[src/rtl/intr_controller_pkg.sv]
// Shared definitions for the interrupt controller.
//   VectorAddrDefault : default ISR entry address
//   AckCntWidth       : width of the acknowledge-wait counter
//   intr_state_e      : controller FSM state encoding
package intr_controller_pkg;

   localparam logic [31:0] VectorAddrDefault = 32'h0000_03FC;
   localparam int unsigned AckCntWidth       = 4;

   typedef enum logic [2:0] {
      StIdle,
      StPend,
      StFlush,
      StAck,
      StIsr,
      StRet
   } intr_state_e;

endpackage

[src/rtl/intr_controller_if.sv]
// Signal bundle between the interrupt controller, the CPU pipeline and the IO memory.
//   master : controller side (drives acknowledge, PC redirect, flush, status)
//   slave  : CPU / IO side (drives request, enable, pipeline status, resume PC, reti)
interface intr_controller_if;

   logic        intr;
   logic        intr_ack;
   logic        int_en;
   logic        pipe_stall;
   logic        id_branch;
   logic [31:0] pc_cur;
   logic        reti;
   logic        pc_force;
   logic [31:0] pc_target;
   logic        pipe_flush;
   logic [31:0] epc;
   logic        in_isr;
   logic        ack_timeout;

   modport master (
      input  intr, int_en, pipe_stall, id_branch, pc_cur, reti,
      output intr_ack, pc_force, pc_target, pipe_flush, epc, in_isr, ack_timeout
   );

   modport slave (
      output intr, int_en, pipe_stall, id_branch, pc_cur, reti,
      input  intr_ack, pc_force, pc_target, pipe_flush, epc, in_isr, ack_timeout
   );

endinterface

[src/rtl/intr_controller.sv]
// Single-level interrupt controller for an in-order CPU pipeline.
// Waits for a safe point (no stall, no branch in ID), saves the resume PC, redirects
// fetch to the ISR vector, handshakes the request with the IO memory, and on reti
// redirects fetch back to the saved PC.
//   clk         : clock, all state changes on the rising edge
//   rst         : asynchronous active-high reset
//   bus.intr*   : level request / acknowledge with the IO memory
//   bus.int_en, pipe_stall, id_branch, pc_cur, reti : CPU status inputs
//   bus.pc_force, pc_target, pipe_flush : PC redirect and pipeline squash
//   bus.epc, in_isr, ack_timeout        : saved PC and status flags
module intr_controller
   import intr_controller_pkg::*;
#(
   parameter logic [31:0] VECTOR_ADDR = VectorAddrDefault,
   parameter int unsigned ACK_TIMEOUT = 15
) (
   input logic               clk,
   input logic               rst,
   intr_controller_if.master bus
);

   localparam logic [AckCntWidth:0] AckLimit = (AckCntWidth + 1)'(ACK_TIMEOUT);

   intr_state_e            state_q, state_d;
   logic [31:0]            epc_q, epc_d;
   logic [AckCntWidth-1:0] cnt_q, cnt_d;
   logic                   timeout_q, timeout_d;
   logic [AckCntWidth:0]   cnt_inc;

   // One extra bit so the limit compare cannot wrap.
   assign cnt_inc = {1'b0, cnt_q} + 1'b1;

   always_ff @(posedge clk or posedge rst) begin
      if (rst) begin
         state_q   <= StIdle;
         epc_q     <= '0;
         cnt_q     <= '0;
         timeout_q <= 1'b0;
      end else begin
         state_q   <= state_d;
         epc_q     <= epc_d;
         cnt_q     <= cnt_d;
         timeout_q <= timeout_d;
      end
   end

   always_comb begin
      state_d   = state_q;
      epc_d     = epc_q;
      cnt_d     = cnt_q;
      timeout_d = timeout_q;
      unique case (state_q)
         StIdle: begin
            if (bus.intr && bus.int_en) state_d = StPend;
         end
         StPend: begin
            // Spurious request: drop back without touching epc.
            if (!bus.intr) begin
               state_d = StIdle;
            end else if (!bus.pipe_stall && !bus.id_branch) begin
               epc_d   = bus.pc_cur;
               state_d = StFlush;
            end
         end
         StFlush: begin
            cnt_d   = '0;
            state_d = StAck;
         end
         StAck: begin
            if (!bus.intr) begin
               cnt_d   = '0;
               state_d = StIsr;
            end else if (cnt_inc >= AckLimit) begin
               // Give up on the handshake but still run the ISR.
               cnt_d     = '0;
               timeout_d = 1'b1;
               state_d   = StIsr;
            end else begin
               cnt_d = cnt_inc[AckCntWidth-1:0];
            end
         end
         StIsr: begin
            if (bus.reti) state_d = StRet;
         end
         StRet: begin
            state_d = StIdle;
         end
         default: begin
            state_d = StIdle;
         end
      endcase
   end

   always_comb begin
      bus.intr_ack    = 1'b0;
      bus.pc_force    = 1'b0;
      bus.pipe_flush  = 1'b0;
      bus.pc_target   = VECTOR_ADDR;
      bus.in_isr      = 1'b0;
      bus.epc         = epc_q;
      bus.ack_timeout = timeout_q;
      unique case (state_q)
         StFlush: begin
            bus.pc_force   = 1'b1;
            bus.pipe_flush = 1'b1;
         end
         StAck: begin
            bus.intr_ack = 1'b1;
         end
         StIsr: begin
            bus.in_isr = 1'b1;
         end
         StRet: begin
            bus.pc_force   = 1'b1;
            bus.pipe_flush = 1'b1;
            bus.pc_target  = epc_q;
         end
         default: begin
         end
      endcase
   end

endmodule

[src/flat_wrapper.sv]
// flat-port wrapper written by rule: the top's interface ports become plain ports
module intr_controller_flat import intr_controller_pkg::*;
#(
   parameter logic [31:0] VECTOR_ADDR = VectorAddrDefault,
   parameter int unsigned ACK_TIMEOUT = 15
)
  (clk, rst, bus_intr, bus_int_en, bus_pipe_stall, bus_id_branch, bus_pc_cur, bus_reti, bus_intr_ack, bus_pc_force, bus_pc_target, bus_pipe_flush, bus_epc, bus_in_isr, bus_ack_timeout);
  intr_controller_if bus_i ();
  input logic clk;
  input logic rst;
  input wire logic [$bits(bus_i.intr)-1:0] bus_intr;
  input wire logic [$bits(bus_i.int_en)-1:0] bus_int_en;
  input wire logic [$bits(bus_i.pipe_stall)-1:0] bus_pipe_stall;
  input wire logic [$bits(bus_i.id_branch)-1:0] bus_id_branch;
  input wire logic [$bits(bus_i.pc_cur)-1:0] bus_pc_cur;
  input wire logic [$bits(bus_i.reti)-1:0] bus_reti;
  output wire logic [$bits(bus_i.intr_ack)-1:0] bus_intr_ack;
  output wire logic [$bits(bus_i.pc_force)-1:0] bus_pc_force;
  output wire logic [$bits(bus_i.pc_target)-1:0] bus_pc_target;
  output wire logic [$bits(bus_i.pipe_flush)-1:0] bus_pipe_flush;
  output wire logic [$bits(bus_i.epc)-1:0] bus_epc;
  output wire logic [$bits(bus_i.in_isr)-1:0] bus_in_isr;
  output wire logic [$bits(bus_i.ack_timeout)-1:0] bus_ack_timeout;
  assign bus_i.intr = bus_intr;
  assign bus_i.int_en = bus_int_en;
  assign bus_i.pipe_stall = bus_pipe_stall;
  assign bus_i.id_branch = bus_id_branch;
  assign bus_i.pc_cur = bus_pc_cur;
  assign bus_i.reti = bus_reti;
  assign bus_intr_ack = bus_i.intr_ack;
  assign bus_pc_force = bus_i.pc_force;
  assign bus_pc_target = bus_i.pc_target;
  assign bus_pipe_flush = bus_i.pipe_flush;
  assign bus_epc = bus_i.epc;
  assign bus_in_isr = bus_i.in_isr;
  assign bus_ack_timeout = bus_i.ack_timeout;
  intr_controller #(.VECTOR_ADDR(VECTOR_ADDR), .ACK_TIMEOUT(ACK_TIMEOUT)) u_core (.clk(clk), .rst(rst), .bus(bus_i));
endmodule
[config.mk]
export PLATFORM = sky130hd
export DESIGN_NAME = intr_controller_flat
export DESIGN_NICKNAME = d
export VERILOG_FILES = /design/src/rtl/intr_controller_pkg.sv /design/src/rtl/intr_controller_if.sv /design/src/rtl/intr_controller.sv /design/src/flat_wrapper.sv
export SDC_FILE = /design/constraint.sdc
export NUM_CORES = 1
export LEC_CHECK = 0
export BUFFER_PORTS_ARGS = -buffer_cell sky130_fd_sc_hd__buf_2
export CAP_MARGIN = 20
export CORE_MARGIN = 2
export CORE_UTILIZATION = 44
export CTS_BUF_LIST = sky130_fd_sc_hd__clkbuf_4 sky130_fd_sc_hd__clkbuf_8 sky130_fd_sc_hd__clkbuf_16
export CTS_CLUSTER_DIAMETER = 200
export DETAILED_ROUTE_END_ITERATION = 7
export GPL_ROUTABILITY_DRIVEN = 0
export GPL_TIMING_DRIVEN = 1
export MAX_ROUTING_LAYER = met4
export PLACE_DENSITY = 0.77
export SLEW_MARGIN = 20
export SYNTH_ARGS = -nofsm -noshare
export SYNTH_HDL_FRONTEND = slang
export SYNTH_SLANG_ARGS = --single-unit
[constraint.sdc]
create_clock -name clk -period 2.4 [get_ports clk]
set_input_delay 0.12 -clock clk [delete_from_list [all_inputs] [get_ports clk]]
set_output_delay 0.12 -clock clk [all_outputs]
set_load 0.005 [all_outputs]
== Word-level counts from Yosys, hierarchy flattened ==
Cells that the tools add are included.
Widths: inputs -> output; s select.
Storage, ports and cells
  register bits: 40
  input port bits: 39
  output and inout port bits: 69
Operators by class
  add/subtract/negate cells: 1
  order comparisons: 1
  eq/ne operators: 9
  muxes and demuxes: 14
  reduce and logical (&&, ||, !) cells: 10
Operators with widths (number)
  $mux 32: 1
  $mux 3: 6
  $pmux 3 s5: 1
  $mux 4: 2
  $pmux 4 s2: 1
  $eq 3x2->1 const B: 2
  $eq 3x3->1 const B: 2
  $ne 3x2->1 const B: 2
  $reduce_and 3->1: 2
  $add 4x1->5 const B: 1
  $ge 5x4->1 const B: 1
  $reduce_and 4->1: 1
  $eq 3x1->1 const B: 1
  $logic_not 3->1: 1
  $mux 1: 3
  $logic_and 1x1->1: 2
  $logic_not 1->1: 2
  $ne 2x1->1 const B: 1
  $ne 2x2->1 const B: 1
  $reduce_bool 2->1: 1
  $reduce_or 2->1: 1

== Depth between registers and ports, before layout ==
  word-level depth: 5
  mapped depth: 7

== Worst setup path after synthesis ==
OpenSTA, ideal clock, no wires.
  path kind: register to register
  from: register u_core.cnt_q[0]
  to: register u_core.timeout_q, in the netlist u_core.bus.ack_timeout
  setup time: 0.120 ns
  arrival: 1.538 ns
  required time: 2.280 ns
  slack: 0.741 ns
  stages on the path, launching flop included: 8
  path buffers: 0
  clock period less this slack: 1.659 ns
  cells stage by stage: dfrtp_1 -> inv_2 -> ha_1 -> nand2b_1 -> a31o_1 -> o21ai_2 -> nand2_1 -> a41o_1
Between the ends
  longest elaborated chain between the ends: 3
Ends and longest elaborated chain
  from (decl): line intr_controller.sv:26  | logic [AckCntWidth-1:0] cnt_q, cnt_d;
  from (signal assigned): line intr_controller.sv:42  | cnt_q <= cnt_d;
  $add 4x1->5: line intr_controller.sv:31  | assign cnt_inc = {1'b0, cnt_q} + 1'b1;
  $ge 5x4->1: line intr_controller.sv:73  | end else if (cnt_inc >= AckLimit) begin
  $reduce_and 3->1 (no line)
  to (signal assigned): line intr_controller.sv:43  | timeout_q <= timeout_d;
  to (decl): line intr_controller.sv:27  | logic timeout_q, timeout_d;
Every way passes these cells.
A chain may end at the register's enable or synchronous reset.

== Worst setup path in the final report ==
  from: register u_core.state_q[0]
  to: output bus_pc_force
Between the ends
  longest elaborated chain between the ends: 3
Ends and longest elaborated chain
  from (decl): line intr_controller.sv:24  | intr_state_e state_q, state_d;
  from (signal assigned): line intr_controller.sv:35  | state_q <= StIdle;
  from (signal assigned): line intr_controller.sv:40  | state_q <= state_d;
  $eq 3x3->1 / $eq 3x2->1 (equally long branches): line intr_controller.sv:102  | unique case (state_q)
  $reduce_or 2->1 (no line) *
  $mux 1 *: line intr_controller.sv:102
  to (decl): line flat_wrapper.sv:18  | output wire logic [$bits(bus_i.pc_force)-1:0] bus_pc_force;
Mark *: on every way between the ends. The rest lies on a longest branch, timed or not.

==> reports/metrics.cfg <==
[run_status]
status = finished clean

[pwr]
leakage_nw = 1.49
total_power_mw = 2.99
ir_drop_mv = 0.517
powerDensity_mw_per_mm2 = 1130

[timing]
rsz0062_at_grt = no
period_share = 0.762
setup_violations = 0
slew_headroom = 0.607
finalClockSkew_ns = 0.00579
timing.final.max_slew_violations = 0
post-route-min-period_ns = 1.83
fmax_ghz = 0.547
tns_ns = 0
whs_ns = 0.0413
finalHoldViolations = 0
tightest_slew_ns = 0.589

[clocking]
cts_hold_buf = 1
cts_root_buf = clkbuf_8
cts_resized = 0
clk_latency_ns = 0.29
htreeDepth = 2
cts.sinks = 40
clkTransAtPathRegs_ns = 0.08
cts_tree = built
cts_buffer_depth = 2
cts-buffers-inserted = 5
post_cts_buffers = 0

[place]
dp_hpwl_um = 3270
io_buffer_count = 107
place_area_mm2 = 0.00252

[critical_path]
end_kind = primary output
crit_path_start_kind = register
critPathKind = register to primary output
worstPathArrival_ns = 1.71
cp.required_ns = 2.28
path_max_fanout = 11

[min_path]
worstHoldPathType = input pin to register

[yosys]
synthFlopType = dfrtp_1
synth_area_mm2 = 0.00196
synth_area_leaders = dfrtp_1 (51%), mux2_2 (17%), and3_1 (8.0%), nand2b_1 (3.5%), buf_6 (1.7%)
synth.avg_cell_area_um2 = 11.9
synth_sequential_area_ratio = 0.511
synth_cell_types = 37
syn-num-nets = 206
ys_warn_count = 0
yosysMostFrequentCell = dfrtp_1
synth_cells = 165
ys_async_sr_fraction = 1.00
post-synth-top-area-fraction = 0.511
synth_edf_count = 0
ys_top_cells_by_count = dfrtp_1 (40), mux2_2 (30), and3_1 (25)
synth_top_area_cell = dfrtp_1
ys_ff_latch = 40

[route]
drt-initial-drc-count = 135
drt_wl_total_um = 4550
vias = 1701
drc = 0
avgRoutedWirePerCell_um = 13.9
final_antenna_net_count = 0
firstDrtPassIters = 4
avgViaCountPerCell = 5.22

[layout]
area_growth_pct = 35.4
final_cell_area_mm2 = 0.00266
nets = 314
nFillCells = 387
layout-drive-gt1-share = 0.562
diodes = 0

[floorplan]
fp.coreArea_mm2 = 0.00432
die_w_um = 70.8
start_util = 0.453
std_cell_rows = 24
die_h_um = 70.8
dieArea_mm2 = 0.00501
io_pins = 108

[global_route]
antenna_found_initial = 0
grt_pass1_vias = 1652
grt_max_degree = 41
grt_first_pass_wirelength_um = 7530
grt_usage = 0.194
grt_overflow_total = 0

[run]
cap_violations = 0

==> logic make-up (layout without fill, tap and decap cells) <==
group                      Yosys count  in the layout  share of synthesized area
AOI/OAI and AO/OA                   17             17                     0.0568
adders and majority gates            2              2                     0.0128
DFF                                 40             40                      0.511
muxes                               32             32                      0.184
and+or+nand+nor                     61             61                      0.197
buffers and inverters               13            122                     0.0389
==> area by class of cell <==
class | instances | area [um2] | area share
timing repair buffer | 111 | 568 | 0.214
clock buffer | 7 | 96.3 | 0.0363
multi-input combinational | 112 | 883 | 0.333
sequential | 40 | 1000 | 0.377
tap | 52 | 65.1 | 0.0245
inverter | 3 | 11.3 | 0.00424
clock inverter | 1 | 30.0 | 0.0113
==> state kept, by name, indices dropped and copies added (netlist names) <==
name / cells
u_core.bus.epc: 32
u_core.cnt_q: 4
u_core.state_q: 3
u_core.bus.ack_timeout: 1
==> report_power, final <==
group	switching, mW	internal, mW
logic	0.520	0.635
registers	0.255	0.985
clock network	0.230	0.367
==> through the flow <==
stage          utilization  setup slack (ns)  instances
2_1_floorplan            -             0.741        165
3_3_place_gp         0.582             0.649        317
3_5_place_dp         0.582             0.604        317
4_1_cts              0.614             0.572        326
5_1_grt              0.614             0.436        326
6_report             0.614             0.571        326
==> cell usage in the layout (no fill, tap or decap), types with 2 or more instances in the layout <==
cell,netlist,routed
mux2_1,2,2
o21ai_0,6,6
nand3_1,2,2
buf_4,1,3
clkbuf_8,0,7
nand2_1,6,6
a21oi_1,2,2
a21o_1,2,2
dfrtp_1,40,40
nor4_1,2,2
buf_2,1,107
nand2b_1,11,11
inv_1,2,2
nor2_1,4,4
mux2_2,30,30
and3_1,25,25
ha_1,2,2
==> worst paths after layout <==
kind | end | cells after the start | from | slack, ns
min reg2reg | u_core.bus.ack_timeout$_DFFE_PP0P_ | 1 | u_core.bus.ack_timeout$_DFFE_PP0P_ | 0.49
max | bus_pc_force | 3 | u_core.state_q[0]$_DFFE_PP0P_ | 0.57
max in group asynchronous | u_core.state_q[1]$_DFFE_PP0P_ | 4 | rst | 1.56
min in group asynchronous | u_core.bus.epc[17]$_DFFE_PP0P_ | 4 | rst | 0.50
min | u_core.bus.epc[30]$_DFFE_PP0P_ | 2 | bus_pc_cur[30] | 0.04
max reg2reg | u_core.bus.ack_timeout$_DFFE_PP0P_ | 7 | u_core.cnt_q[0]$_DFFE_PP0P_ | 0.60
==> layer usage <==
metal	up-vias	routed length (um)	GRT usage
li1	802	-	-
met5	-	0	-
met1	823	1950	0.232
met3	5	326	0.0527
met4	0	30	0.0440
met2	71	2240	0.330
==> worst max-delay path, stage by stage (launching register included) <==
cell and delay, ns:
dfrtp_1 0.58, and2_0 0.54, a21o_1 0.17, buf_2 0.12
Power figures use the tool's default switching activity.
